`src/rtl/dma_mc_cntrl.sv`:
```
// dma_mc_cntrl: multi-channel burst DMA controller.
//
// NCH channels each own SRC/DST/LEN/CTRL registers on the host bus. Channels
// with GO set are served round-robin. Each grant moves a single burst of up
// to BURST words. The words are first read into an internal FIFO and then
// written out. The memory bus is released between bursts.
//
// Ports
//   clk0, reset_n          clock (rising edge), asynchronous active-low reset
//   host_cs/wr/addr/datain host register access, addr = {channel, reg[1:0]}
//   host_dataout           registered read data, valid the cycle after host_cs
//   dma_irq                registered OR over channels of (DONE & IE)
//   dma_busy               controller not idle
//   dma_bus_req/grant      memory-bus ownership handshake
//   mem_req/we/addr        beat request (held until mem_ack), direction, word address
//   mem_dataout/datain     write data out, read data in (valid with mem_ack)
//   mem_ack                beat complete
//
// Register map per channel: 0 SRC, 1 DST, 2 LEN, 3 CTRL
//   CTRL: b0 GO, b1 IE, b2 DONE (write 1 clears), b3 SRC_FIX, b4 DST_FIX
//
// Optional feature: define DMA_FIXED_ADDR_EN to implement SRC_FIX/DST_FIX.
// A set fix bit holds that address constant, for example on a peripheral
// FIFO port. When the macro is undefined, b3/b4 read as 0 and both
// addresses always increment.
module dma_mc_cntrl #(
  parameter int NCH   = 2,
  parameter int DW    = 32,
  parameter int AW    = 24,
  parameter int LW    = 16,
  parameter int BURST = 4
) (
  input  logic                      clk0,
  input  logic                      reset_n,
  input  logic                      host_cs,
  input  logic                      host_wr,
  input  logic [2+$clog2(NCH)-1:0]  host_addr,
  input  logic [DW-1:0]             host_datain,
  output logic [DW-1:0]             host_dataout,
  output logic                      dma_irq,
  output logic                      dma_busy,
  output logic                      dma_bus_req,
  input  logic                      dma_bus_grant,
  output logic                      mem_req,
  output logic                      mem_we,
  output logic [AW-1:0]             mem_addr,
  output logic [DW-1:0]             mem_dataout,
  input  logic [DW-1:0]             mem_datain,
  input  logic                      mem_ack
);

  localparam int CHW = (NCH > 1) ? $clog2(NCH) : 1;
  localparam int PW  = $clog2(BURST);
  localparam int PW1 = PW + 1;
  localparam logic [LW-1:0]  BURST_LEN = LW'(BURST);
  localparam logic [PW1-1:0] BURST_CNT = PW1'(BURST);

  typedef enum logic [2:0] {S_IDLE, S_ARB, S_REQ, S_RD, S_WR, S_REL} state_t;
  state_t state_q, state_d;

  logic [AW-1:0]  src_q [NCH];
  logic [AW-1:0]  dst_q [NCH];
  logic [LW-1:0]  len_q [NCH];
  logic [NCH-1:0] go_q, ie_q, done_q;
  logic [NCH-1:0] sfix, dfix;

  logic [CHW-1:0] cur_q, rr_q;
  logic [PW1-1:0] beats_q, cnt_q;
  logic [PW-1:0]  wptr_q, rptr_q;
  logic [DW-1:0]  fifo_q [BURST];
  logic [DW-1:0]  host_dataout_q;
  logic           irq_q;

  // Host decode
  logic [CHW-1:0] host_ch;
  logic [1:0]     host_reg;
  logic           host_we;
  logic [DW-1:0]  rd_data;
  logic           unused_bits;

  assign host_reg    = host_addr[1:0];
  assign host_we     = host_cs & host_wr;
  assign unused_bits = ^(host_datain >> AW);

  generate
    if (NCH > 1) begin : g_multi
      assign host_ch = host_addr[2+CHW-1:2];
    end else begin : g_single
      logic unused_addr;
      assign unused_addr = ^host_addr;
      assign host_ch = '0;
    end
  endgenerate

`ifdef DMA_FIXED_ADDR_EN
  logic [NCH-1:0] sfix_q, dfix_q;
  assign sfix = sfix_q;
  assign dfix = dfix_q;
`else
  assign sfix = '0;
  assign dfix = '0;
`endif

  // Round-robin pick: first GO channel at or above rr_q, otherwise the lowest GO channel
  logic           hi_found, lo_found, arb_found;
  logic [CHW-1:0] hi_ch, lo_ch, arb_ch;
  logic [LW-1:0]  arb_len, cur_len;
  logic [PW1-1:0] arb_beats;

  always_comb begin
    hi_found = 1'b0;
    lo_found = 1'b0;
    hi_ch    = '0;
    lo_ch    = '0;
    for (int i = 0; i < NCH; i++) begin
      if (!hi_found && go_q[i] && (CHW'(i) >= rr_q)) begin
        hi_found = 1'b1;
        hi_ch    = CHW'(i);
      end
      if (!lo_found && go_q[i]) begin
        lo_found = 1'b1;
        lo_ch    = CHW'(i);
      end
    end
    arb_found = hi_found | lo_found;
    arb_ch    = hi_found ? hi_ch : lo_ch;
  end

  assign arb_len   = len_q[arb_ch];
  assign cur_len   = len_q[cur_q];
  assign arb_beats = (arb_len < BURST_LEN) ? arb_len[PW:0] : BURST_CNT;

  // Beat strobes. A bus-grant drop masks mem_req, so the beat stalls.
  logic beat_req, rd_beat, wr_beat, in_service;
  logic arb_done, rel_done;
  logic [NCH-1:0] done_set;

  assign beat_req   = ((state_q == S_RD) || (state_q == S_WR)) && dma_bus_grant;
  assign rd_beat    = (state_q == S_RD) && beat_req && mem_ack;
  assign wr_beat    = (state_q == S_WR) && beat_req && mem_ack;
  assign in_service = (state_q == S_REQ) || (state_q == S_RD) ||
                      (state_q == S_WR)  || (state_q == S_REL);
  assign arb_done   = (state_q == S_ARB) && arb_found && (arb_len == '0);
  // A channel whose GO was cleared mid-burst stops here without DONE
  assign rel_done   = (state_q == S_REL) && (cur_len == '0) && go_q[cur_q];

  always_comb begin
    for (int i = 0; i < NCH; i++) begin
      done_set[i] = (arb_done && (arb_ch == CHW'(i))) ||
                    (rel_done && (cur_q == CHW'(i)));
    end
  end

  // FSM state register
  always_ff @(posedge clk0 or negedge reset_n) begin
    if (!reset_n) state_q <= S_IDLE;
    else          state_q <= state_d;
  end

  // FSM next state
  always_comb begin
    state_d = state_q;
    case (state_q)
      S_IDLE:  if (|go_q) state_d = S_ARB;
      S_ARB:   state_d = (arb_found && (arb_len != '0)) ? S_REQ : S_IDLE;
      S_REQ:   if (dma_bus_grant) state_d = S_RD;
      S_RD:    if (rd_beat && (beats_q == PW1'(1))) state_d = S_WR;
      S_WR:    if (wr_beat && (cnt_q == PW1'(1))) state_d = S_REL;
      S_REL:   state_d = S_IDLE;
      default: state_d = S_IDLE;
    endcase
  end

  // FSM outputs
  always_comb begin
    dma_busy    = (state_q != S_IDLE);
    dma_bus_req = (state_q == S_REQ) || (state_q == S_RD) || (state_q == S_WR);
    mem_req     = beat_req;
    mem_we      = (state_q == S_WR);
    mem_addr    = '0;
    mem_dataout = '0;
    if (state_q == S_RD) begin
      mem_addr = src_q[cur_q];
    end else if (state_q == S_WR) begin
      mem_addr    = dst_q[cur_q];
      mem_dataout = fifo_q[rptr_q];
    end
  end

  // Burst bookkeeping: channel in service, remaining reads, round-robin pointer
  always_ff @(posedge clk0 or negedge reset_n) begin
    if (!reset_n) begin
      cur_q   <= '0;
      beats_q <= '0;
      rr_q    <= '0;
    end else begin
      if ((state_q == S_ARB) && arb_found && (arb_len != '0)) begin
        cur_q   <= arb_ch;
        beats_q <= arb_beats;
      end
      if (rd_beat) beats_q <= beats_q - PW1'(1);
      if (state_q == S_REL) rr_q <= (cur_q == CHW'(NCH - 1)) ? '0 : cur_q + CHW'(1);
    end
  end

  // FIFO pointers. Reset empties the FIFO, which discards any partial burst.
  always_ff @(posedge clk0 or negedge reset_n) begin
    if (!reset_n) begin
      wptr_q <= '0;
      rptr_q <= '0;
      cnt_q  <= '0;
    end else begin
      if (rd_beat) begin
        wptr_q <= wptr_q + PW'(1);
        cnt_q  <= cnt_q + PW1'(1);
      end else if (wr_beat) begin
        rptr_q <= rptr_q + PW'(1);
        cnt_q  <= cnt_q - PW1'(1);
      end
    end
  end

  always_ff @(posedge clk0) begin
    if (rd_beat) fifo_q[wptr_q] <= mem_datain;
  end

  // Channel registers. Hardware DONE/GO updates come last so they beat a same-cycle host W1C.
  always_ff @(posedge clk0 or negedge reset_n) begin
    if (!reset_n) begin
      for (int i = 0; i < NCH; i++) begin
        src_q[i] <= '0;
        dst_q[i] <= '0;
        len_q[i] <= '0;
      end
      go_q   <= '0;
      ie_q   <= '0;
      done_q <= '0;
`ifdef DMA_FIXED_ADDR_EN
      sfix_q <= '0;
      dfix_q <= '0;
`endif
    end else begin
      for (int i = 0; i < NCH; i++) begin
        if (host_we && (host_ch == CHW'(i))) begin
          case (host_reg)
            2'd0: if (!(in_service && (cur_q == CHW'(i)))) src_q[i] <= host_datain[AW-1:0];
            2'd1: if (!(in_service && (cur_q == CHW'(i)))) dst_q[i] <= host_datain[AW-1:0];
            2'd2: if (!(in_service && (cur_q == CHW'(i)))) len_q[i] <= host_datain[LW-1:0];
            default: begin
              go_q[i] <= host_datain[0];
              ie_q[i] <= host_datain[1];
              if (host_datain[2]) done_q[i] <= 1'b0;
`ifdef DMA_FIXED_ADDR_EN
              sfix_q[i] <= host_datain[3];
              dfix_q[i] <= host_datain[4];
`endif
            end
          endcase
        end
        if (cur_q == CHW'(i)) begin
          if (rd_beat) begin
            if (!sfix[i]) src_q[i] <= src_q[i] + AW'(1);
            if (len_q[i] != '0) len_q[i] <= len_q[i] - LW'(1);
          end
          if (wr_beat && !dfix[i]) dst_q[i] <= dst_q[i] + AW'(1);
        end
        if (done_set[i]) begin
          done_q[i] <= 1'b1;
          go_q[i]   <= 1'b0;
        end
      end
    end
  end

  // Host read mux
  always_comb begin
    rd_data = '0;
    case (host_reg)
      2'd0: rd_data[AW-1:0] = src_q[host_ch];
      2'd1: rd_data[AW-1:0] = dst_q[host_ch];
      2'd2: rd_data[LW-1:0] = len_q[host_ch];
      default: begin
        rd_data[0] = go_q[host_ch];
        rd_data[1] = ie_q[host_ch];
        rd_data[2] = done_q[host_ch];
        rd_data[3] = sfix[host_ch];
        rd_data[4] = dfix[host_ch];
      end
    endcase
  end

  always_ff @(posedge clk0 or negedge reset_n) begin
    if (!reset_n) begin
      host_dataout_q <= '0;
      irq_q          <= 1'b0;
    end else begin
      if (host_cs && !host_wr) host_dataout_q <= rd_data;
      irq_q <= |(done_q & ie_q);
    end
  end

  assign host_dataout = host_dataout_q;
  assign dma_irq      = irq_q;

endmodule

```
`config.mk`:
```
export PLATFORM = sky130hd
export DESIGN_NAME = dma_mc_cntrl
export DESIGN_NICKNAME = d
export VERILOG_FILES = /design/src/rtl/dma_mc_cntrl.sv
export SDC_FILE = /design/constraint.sdc
export NUM_CORES = 1
export LEC_CHECK = 0
export CAP_MARGIN = 20
export CELL_PAD_IN_SITES_DETAIL_PLACEMENT = 1
export CELL_PAD_IN_SITES_GLOBAL_PLACEMENT = 1
export CORE_MARGIN = 2
export CORE_UTILIZATION = 41
export CTS_CLUSTER_SIZE = 24
export DETAILED_ROUTE_END_ITERATION = 8
export GPL_TIMING_DRIVEN = 0
export PLACE_DENSITY = 0.84
export SLEW_MARGIN = 0
export SYNTH_ARGS = -nofsm -noshare
export SYNTH_HDL_FRONTEND = slang
export SYNTH_SLANG_ARGS = --single-unit
```
`constraint.sdc`:
```
create_clock -name clk0 -period 1.9 [get_ports clk0]
set_input_delay 0.19 -clock clk0 [delete_from_list [all_inputs] [get_ports clk0]]
set_output_delay 0.19 -clock clk0 [all_outputs]
set_load 0.01 [all_outputs]
```
# After elaboration in Yosys (flattened, before gate mapping)
# Memory sizes are Yosys's and may differ from the RTL's.
# Cells that the tools add are included.
# op_classes
n_reduce_logical	60
n_bitwise	11
n_mux	101
n_eq_ne	15
order_cmp	8
add_sub_neg	12
# ops
cell	n
$mux 24	34
$mux 16	21
$add 24x1->24 const B	4
$mux 32	2
$reduce_bool 16->1	3
$pmux 11 s3	1
$logic_not 16->1	2
$sub 16x1->16 const B	2
$mux 1	30
$mux 3	9
$logic_and 1x1->1	26
$lt 16x3->1 const B	1
$pmux 8 s2	1
$pmux 3 s5	1
$pmux 5 s3	1
$reduce_bool 2->1	6
$reduce_and 2->1	5
$eq 3x1->1 const B	3
$eq 3x2->1 const B	2
$eq 3x3->1 const B	2
$ge 2x2->1 const B	3
$logic_or 1x1->1	6
$ne 2x1->1 const B	3
$ne 2x2->1 const B	3
other kinds (22)	36
# totals
out_inout_bits	93
ram_bits	128
mem_count	1
register_bits	174
word_cells	229
inputBits	73
# memory_table
name	depth	width	rd	rd_clocked_by_memory_dff	wr	line_no	rtl
fifo_q	4	32	1	0	1	70	logic [DW-1:0] fifo_q [BURST];

# Logic depth before layout (Yosys ltp)
# Gate-level depths: netlist (run 1).
# depth
ltp_word	18
depth_mapped	9
mapped_depth_nobuf	7

# Worst setup path before layout (run 1)
# OpenSTA, ideal clock, no wires.
# synth_timing
path_type	register -> register
start	register state_q[1]
end	memory fifo_q[0][0], enable pin
synth_period_minus_slack_ps	2058
stages_incl_launch_ff	5
t_arrival_ps	1666
path_buffers	2
slack_ps	-158
setup_ps	392
required_time_ps	1508
cell_sequence	dfrtp_1 > buf_2 > and3b_1 > buf_4 > and3_1
# synth_via
elab_chain_cells	7
elab_cells_between_ends	8
cone_classes	eq/ne: 2; mux: 2; reduce/logical: 4
# synth_rtl
element	line_no	rtl
from (decl)	59	state_t state_q, state_d;
from (signal assigned)	157	else state_q <= state_d;
$eq 3x2->1 or $eq 3x3->1 (tied branches)	138, 139	
$logic_or 1x1->1	138	assign beat_req = ((state_q == S_RD) || (state_q == S_WR)) && dma_bus_grant;
$logic_and 1x1->1	138	
$logic_and 1x1->1 (*) (2 in series)	139	assign rd_beat = (state_q == S_RD) && beat_req && mem_ack;
$mux 1 (*)	224	if (rd_beat) fifo_q[wptr_q] <= mem_datain;
$mux 1 (not written as such) (*)	224	
to (decl)	70	
# Every way passes the cells marked *; elsewhere a longest branch is shown, timed or not.

# Final worst setup path (run 1)
# layout_timing
start	register state_q[1]
end	register dst_q[40] in the netlist's numbering
# layout_via
elab_chain_cells	10
elab_cells_between_ends	17
cone_classes	eq/ne: 4; mux: 5; reduce/logical: 8
# layout_rtl
element	line_no	rtl
$eq 3x2->1 (on tied branches)	141, 138	
$logic_or 1x1->1 (2 in series)	141	assign in_service = (state_q == S_REQ) || (state_q == S_RD) ||
$logic_or 1x1->1	142	(state_q == S_WR) || (state_q == S_REL);
$logic_and 1x1->1	247	2'd1: if (!(in_service && (cur_q == CHW'(i)))) dst_q[i] <= host_datain[AW-1:0];
$mux 24	247	
$mux 24	245	case (host_reg)
$mux 24	244	if (host_we && (host_ch == CHW'(i))) begin
$mux 24	265	if (wr_beat && !dfix[i]) dst_q[i] <= dst_q[i] + AW'(1);
$mux 24 (*)	260	if (cur_q == CHW'(i)) begin
to (signal, indexed assignment)	247	
to (signal, indexed assignment)	265	
to (decl)	62	logic [AW-1:0] dst_q [NCH];
# Marked as above.
# A chain may end at the register's enable or synchronous reset.

==> results by group, run 1 <==
Flow run
  • Max-cap violation count: 0

Final layout
  • Fill cells: ~4000
  • Non-Filler Instances: between 2000 and 2500
  • Most common cell after layout, fill and taps aside: dfrtp_1
  • Synthesis-to-finish area growth: 46.3%
  • Most frequent cells in the layout: dfrtp_1, edfxtp_1, buf_4, nand2_1, nor2_1
  • Net count, final: ~2000
  • Layout cells sized above 1: 0.378

CTS
  • CTS HTree Levels: 2
  • Clk_lat worst skew: roughly 0.60 ns
  • CTS tree: done
  • Total CTS buffers: 36
  • Clock-pin slew on the worst setup and hold paths: 0.07 ns
  • Root buf cell: clkbuf_16
  • Bufs on Longest Clock Path: 3
  • # clock sinks: 302

Global route
  • All-Layer GR Usage: 0.367
  • Met2 Usage GRT: 0.585
  • Remaining global-route overflow: 0
  • Largest net degree at the start of global routing: approximately 110
  • Initial antenna violation count: 3
  • Met1 usage: 0.477
  • Top Usage Layer GRT: met2
  • Met3 Track Usage GR: 0.0767
  • Number of global-route vias before repair: around 17000
  • First-pass GRT wire length: around 110000 microns

Setup path
  • Worst R2R Path Depth: 10
  • Worst path cell trace: buf_6, or3b_4, buf_12, inv_16, buf_12, nand3_4, nor3_4, buf_6, nor3_1, a211oi_1
  • Top delay family on crit path: simple AND/OR/NAND/NOR gates
  • Arr. time, crit path: about 3.1 ns
  • Crit Path Class: flip-flop to flip-flop
  • Setup crit end kind: flip-flop
  • Worst Setup SP: state_q[1]
  • Worst-path fanout max: 7
  • Reg2Reg Setup Slack: -0.79 ns
  • Critical path required time: approximately 2.3 ns
  • CP max-delay cell: a211oi_1
  • Critical Path Source Type: flip-flop
  • Crit path capture: dst_q[40]
  • Reg2reg end: dst_q[40]
  • Worst path bufs/invs: 5
  • Slowest stage delay, CP: 0.43 ns
  • R2R Path Start: state_q[1]
  • Stages on the worst setup path: 10

Yosys
  • Cell count after synthesis: around 1500
  • Sequential area share after synthesis: 0.500
  • Async SR Flop Fraction: 0.576
  • Largest family of logic cells by synthesized area: compound AO/OA/AOI/OAI gates
  • Synth cell types: 83
  • Yosys reg bits: between 300 and 400
  • Top_reg_cell synth: dfrtp_1
  • Avg Inst Size Synth: 10.9 sq um
  • Ys Warns: 0
  • Synth Area in Adders: 0.0130
  • Post-synth EDFFs: between 100 and 150
  • Compound-Gate Fraction of Synth Area: 0.171
  • Multiplexer area fraction after synthesis: 0.115
  • Mapped cell area: 0.0164 sq mm
  • Post-Synth XOR/XNOR Area: 0.00420
  • Post-synthesis simple-gate area fraction: 0.159

Floorplan
  • Num ports: about 170
  • Die footprint: roughly 0.042 sq mm
  • Core Area: 0.0396 sq mm
  • Row Count: between 70 and 80
  • Die W: 204 microns
  • Initial Util: 0.414
  • Chip Height: between 200 and 250 microns

Placement
  • HPWL Detailed: roughly 45000 microns
  • Port bufs: 147
  • GPL Wtd Cong: approximately 0.96
  • Pre-CTS WS: -1.54 ns
  • Placed cell count: about 2200

Detailed routing
  • Drt pass-1 iters: 6
  • Remaining DRCs: 0
  • DRT iter0 DRCs: approximately 2500
  • Antenna Nets Post-Route: 0
  • Vias: 17400
  • WL final: 85300 microns
  • Avg WL per Cell: ~35 microns
  • DR vias/cell: just over 7

STA
  • RSZ-0062 raised after global routing: yes
  • # setup viols final: between 300 and 400
  • Max Slew Vio Count: 0
  • Final worst slack: -0.793 ns
  • Worst slew pin tran: between 1 and 1.5 ns
  • Final hold vios: 0
  • Slew margin rel.: 0.214
  • Peak Freq: roughly 370 MHz
  • Fin crit share: 1.42
  • Min cycle time layout: between 2 and 3 ns
  • Clock Skews: 0.0273 ns

Power and ir drop
  • Internal power: between 15 and 20 mW
  • Switching power total: roughly 14 mW
  • Peak VDD IR: 0.000830 V
  • Sequential power share: 0.354
  • Sw Share: 0.424
  • Logic pwr share: 0.415
  • PwrDens: between 1000 and 1500 mW/mm^2
  • Clock power frac: 0.231
  • LEAKAGE: around 9 nW

Run status
  • Violated checks: setup timing
  • Status: complete, but fails checks

Worst hold path
  • Hold Path Class: primary input to asynchronous set/reset pin
## area by class of cell
| cell class | instances | area [sq um] | area share |
|---|---|---|---|
| Timing Repair Buffer | 327 | 3300 | 0.138 |
| Inverter | 33 | 140 | 0.00584 |
| Tap cell | 525 | 657 | 0.0274 |
| Clock inverter | 17 | 226 | 0.00944 |
| Timing Repair inverter | 1 | 8.76 | 0.000365 |
| Clock buffer | 48 | 996 | 0.0415 |
| Buffer | 101 | 1150 | 0.0478 |
| Antenna cell | 1 | 2.50 | 0.000104 |
| Sequential cell | 302 | 8220 | 0.343 |
| Multi-Input combinational cell | 1075 | 9290 | 0.387 |
## power groups by stage
stage,sequential (mW),clock [mW],combinational (mW)
after floorplan,10.0,0,5.64
after global placement,10.7,0,8.66
after detailed placement,10.9,0,8.96
after CTS,11.0,7.32,11.3
after global routing,11.6,7.75,14.0
final,11.6,7.55,13.6
## synth_stat cells (all sizes together) (6+ instances only)
library cell | n | area share
o211ai | 19 | 0.0090
nor3 | 34 | 0.013
or3 | 10 | 0.0038
a211oi | 39 | 0.018
edfxtp | 128 | 0.23
and4 | 12 | 0.0064
nor3b | 7 | 0.0032
nand3 | 47 | 0.016
mux4 | 46 | 0.063
mux2i | 81 | 0.049
nor2 | 134 | 0.031
a31oi | 12 | 0.0046
nand4 | 21 | 0.0080
o21a | 10 | 0.0046
nand2 | 121 | 0.028
a221oi | 12 | 0.0064
o21ai | 68 | 0.021
a21oi | 67 | 0.020
clkbuf | 70 | 0.016
nand2b | 11 | 0.0042
a221o | 6 | 0.0037
and2 | 41 | 0.016
o22ai | 54 | 0.021
a22o | 9 | 0.0048
dfrtp | 174 | 0.27
inv | 33 | 0.0079
and3 | 32 | 0.012
o221a | 20 | 0.014
nor4 | 17 | 0.0082
a311oi | 28 | 0.015
ha | 17 | 0.013
buf | 41 | 0.013
## stage by stage
stage | utilization | power, mW | hold slack, ns | area [sq um] | TNS (ns)
floorplan | - | 15.7 | -0.106 | 16500 | -0.0411
global placement | 0.470 | 19.4 | 0.451 | 18600 | -1473.39
finish | 0.605 | 32.7 | 0.160 | 24000 | -94.83
global route | 0.605 | 33.3 | 0.214 | 24000 | -99.08
CTS | 0.572 | 29.6 | 0.134 | 22700 | -57.44
detailed placement | 0.470 | 19.8 | 0.208 | 18700 | -246.59
## logic make-up (layout without fill, tap and decap cells)
kind of cell,after synthesis,in the layout
DFF,302,302
xor gates and xnor gates,7,7
buffers and inverters,144,527
AOI/OAI and AO/OA,400,400
and+or+nand+nor,509,513
other,1,9
muxes,130,130
adders and majority gates,17,17
## state kept, by name, indices dropped and copies added (netlist names), 3 cells and up
name / flops
fifo_q: 128
dst_q: 48
src_q: 48
len_q: 32
host_dataout: 24
beats_q: 3
cnt_q: 3
state_q: 3
## how the worst min path moves through the flow
stage | from | end | slack [ns] | depth (start not counted)
2_1_floorplan | reset_n | beats_q[0] | -0.11 | 0
3_3_place_gp | cnt_q[2] | cnt_q[2] | 0.45 | 1
3_5_place_dp | reset_n | dst_q[20] | 0.21 | 1
4_1_cts | host_datain[2] | dst_q[2] | 0.13 | 3
5_1_grt | host_datain[2] | dst_q[2] | 0.21 | 3
6_report | reset_n | dst_q[21] | 0.16 | 2
## per-layer routing
layer	up-vias	share of wire
met3	495	0.11
met1	8713	0.36
met4	2	0.077
met2	1593	0.45
li1	6554	-
met5	-	0.00013
## timing repair
action / CTS / global route
endpoints found under the setup margin: 339 / 275
hold buffers: 1 / 0
pin swaps: 70 / 48
cloned: 17 / 5
gates resized for setup: 699 / 185
setup buffers: 115 / 47
endpoints found under the hold margin: 68 / 0
No activity file was read; power rests on OpenSTA's default activity.
==> run 2: changes to the inputs <==
--- a/config.mk
+++ b/config.mk
@@ -8,6 +8,7 @@
 export CAP_MARGIN = 20
 export CELL_PAD_IN_SITES_DETAIL_PLACEMENT = 1
 export CELL_PAD_IN_SITES_GLOBAL_PLACEMENT = 1
+export CORE_ASPECT_RATIO = 0.75
 export CORE_MARGIN = 2
 export CORE_UTILIZATION = 41
 export CTS_CLUSTER_SIZE = 24
==> results by group, run 2 (synthesis gave the netlist of run 1 again) <==
Run status
  • Status: complete, but fails checks (unchanged)
  • Violated checks: DRC, setup timing (was setup timing)

Setup path
  • Most common cell on crit path: buf_12
  • Worst path cell trace: buf_12, buf_12, buf_4, mux2i_1, o22ai_4, buf_6 (was buf_6, or3b_4, buf_12, inv_16, buf_12, nand3_4, nor3_4, buf_6, nor3_1, a211oi_1)
  • Critical path required time: 1.71 ns (was 2.34 ns)
  • Reg2Reg Setup Slack: -1.18 ns (was -0.79 ns)
  • Arr. time, crit path: 3.03 ns (was 3.13 ns)
  • CP max-delay cell: mux2i_1 (was a211oi_1)
  • Setup crit end kind: output port (was flip-flop)
  • Worst Setup SP: cur_q (was state_q[1])
  • Worst R2R Path Depth: 14 (was 10)
  • Critical Path Source Type: flip-flop (unchanged)
  • R2R Path Start: state_q[1] (unchanged)
  • Slowest stage delay, CP: 0.92 ns (was 0.43 ns)
  • Crit Path Class: flip-flop to output port (was flip-flop to flip-flop)
  • Reg2reg end: dst_q[32] (was dst_q[40])
  • Worst-path fanout max: 10 (was 7)

STA
  • Clock Skews: 0.0492 ns (was 0.0273 ns)
  • Min cycle time layout: 3.22 ns (was 2.69 ns)
  • Slew margin rel.: 0.219 (was 0.214)
  • Fin crit share: 1.70 (was 1.42)
  • Post-route setup TNS: -126.25 ns (was -94.83 ns)
  • # setup viols final: 333 (was 307)
  • Final hold vios: 0 (unchanged)
  • Worst slew pin tran: 1.17 ns (was 1.18 ns)
  • Max Slew Vio Count: 0 (unchanged)
  • Peak Freq: 310 MHz (was 371 MHz)
  • Final worst slack: -1.32 ns (was -0.793 ns)
  • RSZ-0062 raised after global routing: yes (unchanged)

CTS
  • Total CTS buffers: 34 (was 36)
  • CTS tree: done (unchanged)
  • CTS HTree Levels: 2 (unchanged)
  • Root buf cell: clkbuf_16 (unchanged)
  • Bufs on Longest Clock Path: 3 (unchanged)
  • Clock-pin slew on the worst setup and hold paths: 0.07 ns (about the same)
  • # clock sinks: 302 (unchanged)
  • Clk_lat worst skew: 0.61 ns (was 0.60 ns)

Floorplan
  • Core Area: 0.0395 sq mm (was 0.0396 sq mm)
  • Chip Height: 177 microns (was 204 microns)
  • Row Count: 63 (was 73)
  • Die footprint: 0.0416 sq mm (about the same)
  • Die W: 235 microns (was 204 microns)
  • Num ports: 166 (unchanged)
  • Initial Util: 0.415 (was 0.414)

Final layout
  • Most flop-heavy register: fifo_q (unchanged)
  • Most frequent cells in the layout: buf_6, dfrtp_1, buf_4, edfxtp_1, nand2_1 (was dfrtp_1, edfxtp_1, buf_4, nand2_1, nor2_1)
  • Max FFs per register: 128 (unchanged)
  • Core Util, Final: 0.647 (was 0.605)
  • Design Area, Final: 0.0255 sq mm (was 0.0240 sq mm)
  • Most common cell after layout, fill and taps aside: buf_6 (was dfrtp_1)
  • Fill cells: 3818 (was 3986)
  • Net count, final: 2031 (was 1967)
  • Top Registers: fifo_q: 128 flops, dst_q: 48 flops, src_q: 48 flops (unchanged)
  • Synthesis-to-finish area growth: 55.8% (was 46.3%)
  • Layout cells sized above 1: 0.454 (was 0.378)

Power and ir drop
  • Logic pwr share: 0.446 (was 0.415)
  • Sw Share: 0.472 (was 0.424)
  • Switching power total: 16.9 mW (was 13.9 mW)
  • Peak VDD IR: 0.000663 V (was 0.000830 V)
  • Internal power: 18.9 mW (was 18.8 mW)
  • LEAKAGE: 9.70 nW (was 9.15 nW)
  • Sequential power share: 0.355 (was 0.354)
  • PwrDens: 1400 mW/mm^2 (was 1360 mW/mm^2)
  • Clock power frac: 0.199 (was 0.231)

Detailed routing
  • DR vias/cell: 7.81 (was 7.14)
  • WL final: 108000 microns (was 85300 microns)
  • Avg WL per Cell: 43.2 microns (was 35.1 microns)
  • Remaining DRCs: 7 (was 0)
  • DRT iter0 DRCs: 3292 (was 2459)
  • Drt pass-1 iters: 9 (was 6)
  • Vias: 19500 (was 17400)
  • Antenna Nets Post-Route: 0 (unchanged)

Global route
  • Number of global-route vias before repair: 18100 (was 16900)
  • Largest net degree at the start of global routing: 90 (was 107)
  • All-Layer GR Usage: 0.403 (was 0.367)
  • Remaining global-route overflow: 0 (unchanged)
  • First-pass GRT wire length: 124000 microns (was 113000 microns)
  • Initial antenna violation count: 16 (was 3)

Flow run
  • Max-cap violation count: 0 (unchanged)

Placement
  • GPL Wtd Cong: 1.00 (was 0.960)
  • HPWL Detailed: 46800 microns (was 45000 microns)
  • Placed cell area: 0.0186 sq mm (was 0.0187 sq mm)
  • Port bufs: 147 (unchanged)

Worst hold path
  • Hold Path Class: primary input to asynchronous set/reset pin (unchanged)
run 2: per-stage QoR:
stage	worst slack (ns)	hold WS [ns]	power [mW]	instances
final	-1.32	0.209	35.8	2499
after global routing	-1.25	0.251	35.7	2492
after CTS	-0.588	0.255	29.4	2408
after detailed placement	-1.07	0.240	20.1	2186
after global placement	-7.10	0.451	19.6	2184
after floorplan	-0.0250	-0.106	15.7	1517
run 2: how the worst max path moves through the flow:
stage,end,slack (ns),cells after the start
after floorplan,len_q[31],-0.02,5
after global placement,wptr_q[0],-7.10,1
after detailed placement,mem_addr[6],-1.07,7
after CTS,mem_addr[6],-0.59,7
after global routing,mem_addr[14],-1.25,6
final,mem_addr[14],-1.32,6
run 2: area by class of cell:
type                       instances  area, sq um  share of cell area
tap                              520          651              0.0255
multi-input combinational       1075        10100               0.394
timing repair inverter             1         11.3            0.000441
sequential                       302         8230               0.322
clock inverter                    13          129             0.00504
buffer                            90         1040              0.0408
timing repair buffer             404         4290               0.168
inverter                          33          136             0.00534
clock buffer                      47          950              0.0372
antenna                           14         35.0             0.00137
run 2: worst max-delay path: cells and delay by family (launching register included):
| family | cells | cell delay (ns) |
|---|---|---|
| compound gates | 1 | 0.28 |
| mux | 1 | 0.92 |
| buf+inv | 4 | 0.82 |
| flops | 1 | 0.38 |
run 2: what timing repair did:
action,in CTS,in global routing
hold endpoints to repair,85,0
endpoints found under the setup margin,342,341
gates resized for setup,779,403
gates cloned,21,8
buffers inserted,150,101
pin swaps,135,150
hold buffers,1,0
run 2: metal layers:
layer	vias up	wire length, microns	share of wire	track usage
li1	6700	-	-	-
met1	9444	34600	0.32	0.483
met2	2396	43900	0.41	0.611
met3	959	17600	0.16	0.153
met4	14	11500	0.11	0.258
met5	-	277	0.0026	0
run 2: power by group through the flow:
stage	registers (mW)	logic (mW)	clock network, mW
2_1_floorplan	10.0	5.64	0
3_3_place_gp	10.9	8.67	0
3_5_place_dp	11.1	9.07	0
4_1_cts	11.2	11.6	6.62
5_1_grt	12.5	16.0	7.25
6_report	12.7	16.0	7.13
